### src/rtl/qam16_map.sv
// 16-QAM transmit mapper: packs a serial bit stream MSB-first into 4-bit symbols
// and presents Gray-coded signed I/Q points through a registered valid/ready stage.
module qam16_map #(
  parameter int L_AMP = 485,
  parameter int S_AMP = 161,
  parameter int IDX_W = 10
) (
  input  logic                    clk,
  input  logic                    rst,
  input  logic                    bit_in,
  input  logic                    bit_valid,
  output logic                    bit_ready,
  input  logic                    bit_last,
  output logic signed [12:0]      sym_real,
  output logic signed [12:0]      sym_imag,
  output logic [3:0]              sym_bits,
  output logic                    sym_valid,
  input  logic                    sym_ready,
  output logic                    sym_last,
  output logic [IDX_W-1:0]        sym_index
);

  localparam logic signed [12:0] L_PT = 13'(L_AMP);
  localparam logic signed [12:0] S_PT = 13'(S_AMP);

  function automatic logic signed [12:0] map_real(input logic [1:0] b);
    case (b)
      2'b00:   return -L_PT;
      2'b01:   return -S_PT;
      2'b11:   return S_PT;
      default: return L_PT;
    endcase
  endfunction

  function automatic logic signed [12:0] map_imag(input logic [1:0] b);
    case (b)
      2'b00:   return L_PT;
      2'b01:   return S_PT;
      2'b11:   return -S_PT;
      default: return -L_PT;
    endcase
  endfunction

  logic [1:0]               cnt_q, cnt_d;
  logic [3:0]               sh_q, sh_d;
  logic                     sym_valid_q, sym_valid_d;
  logic                     sym_last_q, sym_last_d;
  logic [3:0]               sym_bits_q, sym_bits_d;
  logic signed [12:0]       sym_real_q, sym_real_d;
  logic signed [12:0]       sym_imag_q, sym_imag_d;
  logic [IDX_W-1:0]         sym_index_q, sym_index_d;

  logic                     accept;
  logic                     drain;
  logic                     load;
  logic [3:0]               word;

  assign bit_ready = !sym_valid_q || sym_ready;

  always_comb begin
    accept      = bit_valid && bit_ready;
    drain       = sym_valid_q && sym_ready;
    load        = accept && ((cnt_q == 2'd3) || bit_last);
    // Bits land at position 3-cnt; lower positions stay zero, which pads short symbols.
    word        = sh_q | ({3'b000, bit_in} << (2'd3 - cnt_q));
    cnt_d       = cnt_q;
    sh_d        = sh_q;
    sym_valid_d = sym_valid_q;
    sym_last_d  = sym_last_q;
    sym_bits_d  = sym_bits_q;
    sym_real_d  = sym_real_q;
    sym_imag_d  = sym_imag_q;
    sym_index_d = sym_index_q;

    // The index register always names the next symbol to present, so a symbol
    // loaded in the same cycle as a drain picks up the post-drain value.
    if (drain) begin
      sym_valid_d = 1'b0;
      sym_index_d = sym_last_q ? '0 : sym_index_q + IDX_W'(1);
    end

    if (accept) begin
      if (load) begin
        cnt_d       = 2'd0;
        sh_d        = 4'd0;
        sym_valid_d = 1'b1;
        sym_last_d  = bit_last;
        sym_bits_d  = word;
        sym_real_d  = map_real(word[3:2]);
        sym_imag_d  = map_imag(word[1:0]);
      end else begin
        cnt_d = cnt_q + 2'd1;
        sh_d  = word;
      end
    end
  end

  always_ff @(posedge clk) begin
    if (rst) begin
      cnt_q       <= 2'd0;
      sh_q        <= 4'd0;
      sym_valid_q <= 1'b0;
      sym_last_q  <= 1'b0;
      sym_bits_q  <= 4'd0;
      sym_real_q  <= 13'sd0;
      sym_imag_q  <= 13'sd0;
      sym_index_q <= '0;
    end else begin
      cnt_q       <= cnt_d;
      sh_q        <= sh_d;
      sym_valid_q <= sym_valid_d;
      sym_last_q  <= sym_last_d;
      sym_bits_q  <= sym_bits_d;
      sym_real_q  <= sym_real_d;
      sym_imag_q  <= sym_imag_d;
      sym_index_q <= sym_index_d;
    end
  end

  assign sym_valid = sym_valid_q;
  assign sym_last  = sym_last_q;
  assign sym_bits  = sym_bits_q;
  assign sym_real  = sym_real_q;
  assign sym_imag  = sym_imag_q;
  assign sym_index = sym_index_q;

endmodule

### config.mk
export PLATFORM = sky130hd
export DESIGN_NAME = qam16_map
export DESIGN_NICKNAME = d
export VERILOG_FILES = /design/src/rtl/qam16_map.sv
export SDC_FILE = /design/constraint.sdc
export NUM_CORES = 1
export LEC_CHECK = 0
export ABC_AREA = 1
export BUFFER_PORTS_ARGS = -buffer_cell sky130_fd_sc_hd__buf_2
export CORE_ASPECT_RATIO = 1.25
export CORE_MARGIN = 4
export CORE_UTILIZATION = 40
export CTS_BUF_LIST = sky130_fd_sc_hd__clkbuf_2
export CTS_CLUSTER_DIAMETER = 30
export CTS_CLUSTER_SIZE = 12
export DETAILED_ROUTE_END_ITERATION = 7
export GPL_ROUTABILITY_DRIVEN = 0
export MAX_ROUTING_LAYER = met4
export PLACE_DENSITY = 0.66
export SLEW_MARGIN = 20
export SYNTH_ARGS = -nofsm -noshare
export SYNTH_HDL_FRONTEND = slang
export SYNTH_SLANG_ARGS = --single-unit
### constraint.sdc
create_clock -name clk -period 1.75 [get_ports clk]
set_clock_uncertainty 0.05 [all_clocks]
set_input_delay 0.175 -clock clk [delete_from_list [all_inputs] [get_ports clk]]
set_output_delay 0.175 -clock clk [all_outputs]
set_load 0.05 [all_outputs]
==> run_results.csv, run 1 <==
group,metric,value,unit
outcome,outcome,"complete, no violations",
floorplanning,num_rows,24,
worst_setup_path,critPathMaxFanout,11,
drt,totalWireLength,2.893,mm
sta,setup_slack,201.6,ps
floorplanning,ios,49,
clocking,cts_tree,"done",
layout,final_layout_size_suffix_gt1_frac,0.2920,
sta,worstMarginPinSlew,377.8,ps
yosys,synthTopCellsByCount,"nor2_1 (31), nand2_1 (30), dfxtp_1 (28)",
yosys,synthMostInstantiatedCell,"nor2_1",
yosys,synth_edf_count,0,
sta,min_period,1548,ps
worst_setup_path,cp_num_buf_inv,1,
worst_setup_path,arrival,1830,ps
worst_setup_path,end_kind,"flop",
placed_design,dp.cells,260,
yosys,ys_seq_area_frac,0.3823,
grt,grt_pass1_vias,1085,
drt,vias,1261,
grt,antenna_found_initial,0,
grt,grt_usage,0.1315,
min_path,min_delay_path_depth,3,
worst_setup_path,cp_top_family,"simple AND/OR/NAND/NOR gates",
pwr,vdd_drop_max,0.6543,mV
clocking,path_clk_slew,270,ps
yosys,synth_top_cell_by_area,"dfxtp_1",
sta,finalSetupViolations,0,
clocking,clk_path_buf_depth,2,
floorplanning,start_util,0.4174,
floorplanning,dieHeight,75.70,um
yosys,synth_top_area_frac,0.3823,
sta,post-route-period-util,0.8848,
placed_design,dp_hpwl,2.275,mm
worst_setup_path,crit_required,2030,ps
sta,drv_slew,0,
drt,routedWlPerCell,10.92,um
sta,tns,0,ps
yosys,netlist_instances,195,
clocking,cts.sinks,28,
sta,hold_viol,0,
yosys,async_reset_ff_frac,0,
clocking,numCtsBuffers,3,
sta,holdWs,21.92,ps
yosys,synth_seq_cells,28,
worst_setup_path,rr_worst_depth,6,
drt,antenna_left,0,
drt,drcViolationCount,0,
floorplanning,core,3513,sq um
sta,slew_headroom,0.7479,
yosys,synth_area_leaders,"dfxtp_1 (38%), buf_4 (10%), nor2_1 (7.9%)",
yosys,dominantRegCellSynth,"dfxtp_1",
layout,n_antenna_cell,0,
pwr,p_total,1.427,mW
worst_setup_path,critical_path_class,"reg2reg",
clocking,htreeDepth,1,
min_path,holdCritStartpoint,"bit_last",
pwr,p_leak,0.8468,nW
min_path,min_to,"sym_last$_SDFFE_PP0P_",
grt,grt_pass1_wl,4.878,mm
worst_setup_path,rrSetupSlack,200,ps
drt,dr.first_iter.drc_count,50,
worst_setup_path,worstPathCellList,"ha_1 -> nor2_4 -> inv_1 -> nand2_2 -> nand2_1 -> o21ai_0",
clocking,clock_latency,370,ps
sta,max_freq,645.8,MHz
clocking,post_cts_buffers,0,
placed_design,pre_cts_slack,256.7,ps
drt,post_drt_via_cell_ratio,4.758,
yosys,syn_nets,207,
floorplanning,die_area,4705,sq um
grt,grt_max_degree,17,
worst_setup_path,startpoint_type,"flop",
yosys,syn-cell-area,1466,sq um
placed_design,port_buffers,48,
floorplanning,die_x,62.16,um
worst_setup_path,r2r-start,"cnt_q[0]$_SDFFE_PP0P_",
layout,final_cells,265,
worst_setup_path,slowest_delay,420,ps
yosys,syn_area_per_cell,7.520,sq um
min_path,hold_class,"in2reg",
layout,final_nets,239,
worst_setup_path,cpMaxStageDelayCell,"dfxtp_1",
clocking,cts-root-buf,"clkbuf_2",
drt,dr.pass1.iters,4,
layout,n_fill_cell,392,
yosys,ys_types,24,
yosys,ys_warn_count,0,
layout,syn2layout_area_growth,12.29,%
grt,overflow,0,
run,cap_viol_max_count,0,
worst_setup_path,r2r-end,"sym_last$_SDFFE_PP0P_",
sta,rsz0062_at_grt,"no",
pwr,power.density,866.6,nW/um^2
-- registers in the layout, summed over array words and instances (netlist names) --
signal     cells
sym_last       1
sh_q           4
sym_index     10
cnt_q          2
sym_imag       3
sym_bits       4
sym_real       3
sym_valid      1
-- per-layer routing --
layer  GRT usage  wire length (um)
met2      0.2373              1510
met5           -                 0
met4     0.06024                38
met3     0.02212               156
met1      0.1423              1188
-- cell type report --
cell class              instances  area [sq um]  area share
clock inverters                 1         30.03     0.01824
repair buffers                 49         250.2      0.1520
flip-flops and latches         28         560.5      0.3404
inverters                      24         90.09     0.05471
multi-input cells             121         651.9      0.3959
clock buffers                   3         15.01    0.009119
well taps                      39         48.80     0.02964
-- worst register-to-register path, stage by stage (launching register included) --
cell     delay (ps)
dfxtp_1         420
ha_1            240
nor2_4          170
inv_1            70
nand2_2         180
nand2_1         190
o21ai_0         180
-- stage by stage --
stage	instance area, sq um	util
floorplan	1469	-
global placement	1592	0.4530
detailed placement	1592	0.4530
CTS	1647	0.4687
global route	1647	0.4687
finish	1647	0.4687
-- layout by cell type (no fill, tap or decap) --
master,Yosys,final
a21oi_1,14,14
a21oi_4,1,1
buf_2,1,48
bufinv_16,0,1
clkbuf_2,0,3
dfxtp_1,28,28
dlygate4sd3_1,0,1
ha_1,6,6
inv_1,22,22
inv_2,2,2
nand2_1,30,29
nand2_2,3,4
nand2_4,1,1
nand3_1,13,13
nand3_2,1,1
nand3b_1,1,1
nor2_1,31,31
nor2_2,1,1
nor2_4,2,2
nor2_8,1,1
nor3_1,3,3
o21a_1,1,1
o21ai_0,10,10
o21ai_4,1,1
xor2_1,1,1
-- cell families after synthesis --
kind of cell             count (synthesis)  share of synthesized area
AND/OR/NAND/NOR                         87                     0.2765
buffers and inverters                   46                     0.1749
flip-flops                              28                     0.3823
AO/OA/AOI/OAI                           27                     0.1092
adder cells (fa/ha/maj)                  6                    0.05119
XOR/XNOR                                 1                   0.005974
-- report_power, final --
group	total, mW	leakage (nW)	switching, mW	internal (mW)
registers	0.688	0.228	0.0228	0.665
logic	0.350	0.592	0.277	0.0734
clock network	0.389	0.0266	0.192	0.197
total	1.43	0.847	0.492	0.935
-- how the worst max path moves through the flow --
stage	slack, ps	endpoint	start	depth (start not counted)
final	200	sym_last$_SDFFE_PP0P_	cnt_q[0]$_SDFFE_PP0P_	6
after global routing	70	sym_last$_SDFFE_PP0P_	cnt_q[0]$_SDFFE_PP0P_	6
after CTS	190	bit_ready	sym_valid$_SDFF_PP0_	2
after detailed placement	260	sym_last$_SDFFE_PP0P_	cnt_q[0]$_SDFFE_PP0P_	6
after global placement	300	sym_last$_SDFFE_PP0P_	cnt_q[0]$_SDFFE_PP0P_	6
after floorplan	6	sym_imag[11]$_SDFFE_PP0P_	sym_valid$_SDFF_PP0_	5
-- timing repair --
item / in CTS / in global routing
hold buffers: 1 / 0
hold endpoints to repair: 3 / 0
gates resized for setup: 0 / 0
setup endpoints to repair: 0 / 0
Note: power is estimated with default switching activity, not from simulation.
==> run 2, diff against run 1 <==
--- a/config.mk
+++ b/config.mk
@@ -9,14 +9,15 @@
 export BUFFER_PORTS_ARGS = -buffer_cell sky130_fd_sc_hd__buf_2
 export CORE_ASPECT_RATIO = 1.25
 export CORE_MARGIN = 4
-export CORE_UTILIZATION = 40
+export CORE_UTILIZATION = 52
 export CTS_BUF_LIST = sky130_fd_sc_hd__clkbuf_2
 export CTS_CLUSTER_DIAMETER = 30
 export CTS_CLUSTER_SIZE = 12
 export DETAILED_ROUTE_END_ITERATION = 7
 export GPL_ROUTABILITY_DRIVEN = 0
 export MAX_ROUTING_LAYER = met4
-export PLACE_DENSITY = 0.66
+export PLACE_DENSITY = 0.82
+export RECOVER_POWER = 25
 export SLEW_MARGIN = 20
 export SYNTH_ARGS = -nofsm -noshare
 export SYNTH_HDL_FRONTEND = slang
==> run_results.csv, run 2 (synthesized netlist as in run 1, its figures left out) <==
group,metric,value,unit
outcome,outcome,"complete, no violations",
sta,finalSetupViolations,0,
grt,grt_pass1_vias,1105,
grt,overflow,0,
sta,max_freq,669.1,MHz
clocking,path_clk_slew,240,ps
placed_design,dp_hpwl,2.261,mm
pwr,power.density,786.8,nW/um^2
clocking,clock_latency,340,ps
worst_setup_path,crit_required,1990,ps
worst_setup_path,critPathMaxFanout,11,
worst_setup_path,cpMaxStageDelayCell,"dfxtp_1",
layout,most-common-layout-cells,"buf_2 (35), nor2_1 (31), nand2_1 (30)",
worst_setup_path,r2r-start,"cnt_q[0]$_SDFFE_PP0P_",
drt,antenna_left,0,
clocking,clk_path_buf_depth,2,
grt,grt_usage,0.1531,
sta,post-route-period-util,0.8540,
sta,rsz0062_at_grt,"no",
sta,holdWs,61.60,ps
drt,dr.first_iter.drc_count,33,
layout,final_layout_size_suffix_gt1_frac,0.2257,
worst_setup_path,startpoint_type,"flop",
worst_setup_path,worstPathCellList,"ha_1 -> nor2_4 -> inv_1 -> nand2_2 -> nand2_1 -> o21ai_0",
min_path,holdCritStartpoint,"bit_last",
min_path,min_delay_path_depth,3,
worst_setup_path,rr_worst_depth,6,
sta,drv_slew,0,
layout,multi_input_area,649.4,sq um
worst_setup_path,r2r-end,"sym_last$_SDFFE_PP0P_",
grt,grt_pass1_wl,4.547,mm
floorplanning,start_util,0.5472,
layout,final_common_cell,"buf_2",
placed_design,port_buffers,48,
floorplanning,ios,49,
drt,totalWireLength,2.807,mm
layout,final_nets,239,
clocking,cts-root-buf,"clkbuf_2",
worst_setup_path,critical_path_class,"reg2reg",
layout,n_fill_cell,274,
floorplanning,die_x,55.50,um
floorplanning,num_rows,21,
grt,grt_max_degree,16,
grt,antenna_found_initial,0,
worst_setup_path,rrSetupSlack,260,ps
clocking,cts-resized-gates,0,
clocking,htreeDepth,1,
layout,syn2layout_area_growth,8.788,%
floorplanning,die_area,3739,sq um
clocking,post_cts_buffers,0,
worst_setup_path,arrival,1740,ps
layout,seqCellArea,560.5,sq um
worst_setup_path,slowest_delay,410,ps
sta,worstMarginPinSlew,614.5,ps
worst_setup_path,end_kind,"flop",
pwr,p_leak,0.7824,nW
layout,largest_reg_flops,10,
clocking,hold_buffers,1,
min_path,hold_class,"in2reg",
min_path,min_to,"sym_last$_SDFFE_PP0P_",
drt,vias,1246,
sta,slew_headroom,0.5921,
clocking,cts.sinks,28,
floorplanning,dieHeight,67.37,um
drt,dr.pass1.iters,4,
drt,post_drt_via_cell_ratio,4.792,
clocking,cts_tree,"done",
layout,n_antenna_cell,0,
sta,tns,0,ps
sta,hold_viol,0,
drt,routedWlPerCell,10.80,um
sta,min_period,1495,ps
run,cap_viol_max_count,0,
drt,drcViolationCount,0,
clocking,numCtsBuffers,3,
pwr,vdd_drop_max,0.4265,mV
floorplanning,core,2680,sq um
==> run 2: worst max-delay path by stage <==
stage                                     start                         to  slack [ps]
after detailed placement  cnt_q[0]$_SDFFE_PP0P_      sym_last$_SDFFE_PP0P_         300
after global placement    cnt_q[0]$_SDFFE_PP0P_      sym_last$_SDFFE_PP0P_         310
final                     cnt_q[0]$_SDFFE_PP0P_      sym_last$_SDFFE_PP0P_         260
after floorplan            sym_valid$_SDFF_PP0_  sym_imag[11]$_SDFFE_PP0P_           6
after global routing      cnt_q[0]$_SDFFE_PP0P_      sym_last$_SDFFE_PP0P_         140
after CTS                  sym_valid$_SDFF_PP0_                  bit_ready         240
==> run 2: cell type report <==
cell class / count / area share
clock buffers: 3 / 0.009412
clock inverters: 1 / 0.002353
inverters: 24 / 0.05647
multi-input cells: 121 / 0.4071
flip-flops and latches: 28 / 0.3514
well taps: 34 / 0.02667
repair buffers: 49 / 0.1467
==> run 2: metrics by stage <==
step	cell area [sq um]	std cells	total power, mW	util	worst slack [ps]
final	1595	260	1.255	0.5952	255.4
after global routing	1595	260	1.312	0.5952	140.4
after CTS	1614	260	1.274	0.6022	241.6
after detailed placement	1585	255	1.050	0.5915	296.4
after global placement	1585	255	1.046	0.5915	308.8
after floorplan	1469	195	1.015	-	6.256
==> run 2: power by group <==
part           switching (mW)  leakage [nW]  internal, mW
Clock                   0.174        0.0140        0.0497
Sequential             0.0240         0.228         0.665
Combinational           0.275         0.540        0.0683
Total                   0.473         0.782         0.783
==> run 2: per-layer routing <==
layer  part of all wire  global-route usage  wire [um]
met1               0.41              0.1530       1145
met3              0.053             0.02677        148
met2               0.53              0.3033       1483
met5                  0                   -          0
met4              0.011             0.04559         30
==> run 2: critical path, delay by kind of cell (launching register included) <==
family | cells | cell delay [ps]
buffers and inverters | 1 | 70
DFF | 1 | 410
and+or+nand+nor | 3 | 500
adders and majority gates | 1 | 240
AOI/OAI and AO/OA | 1 | 170
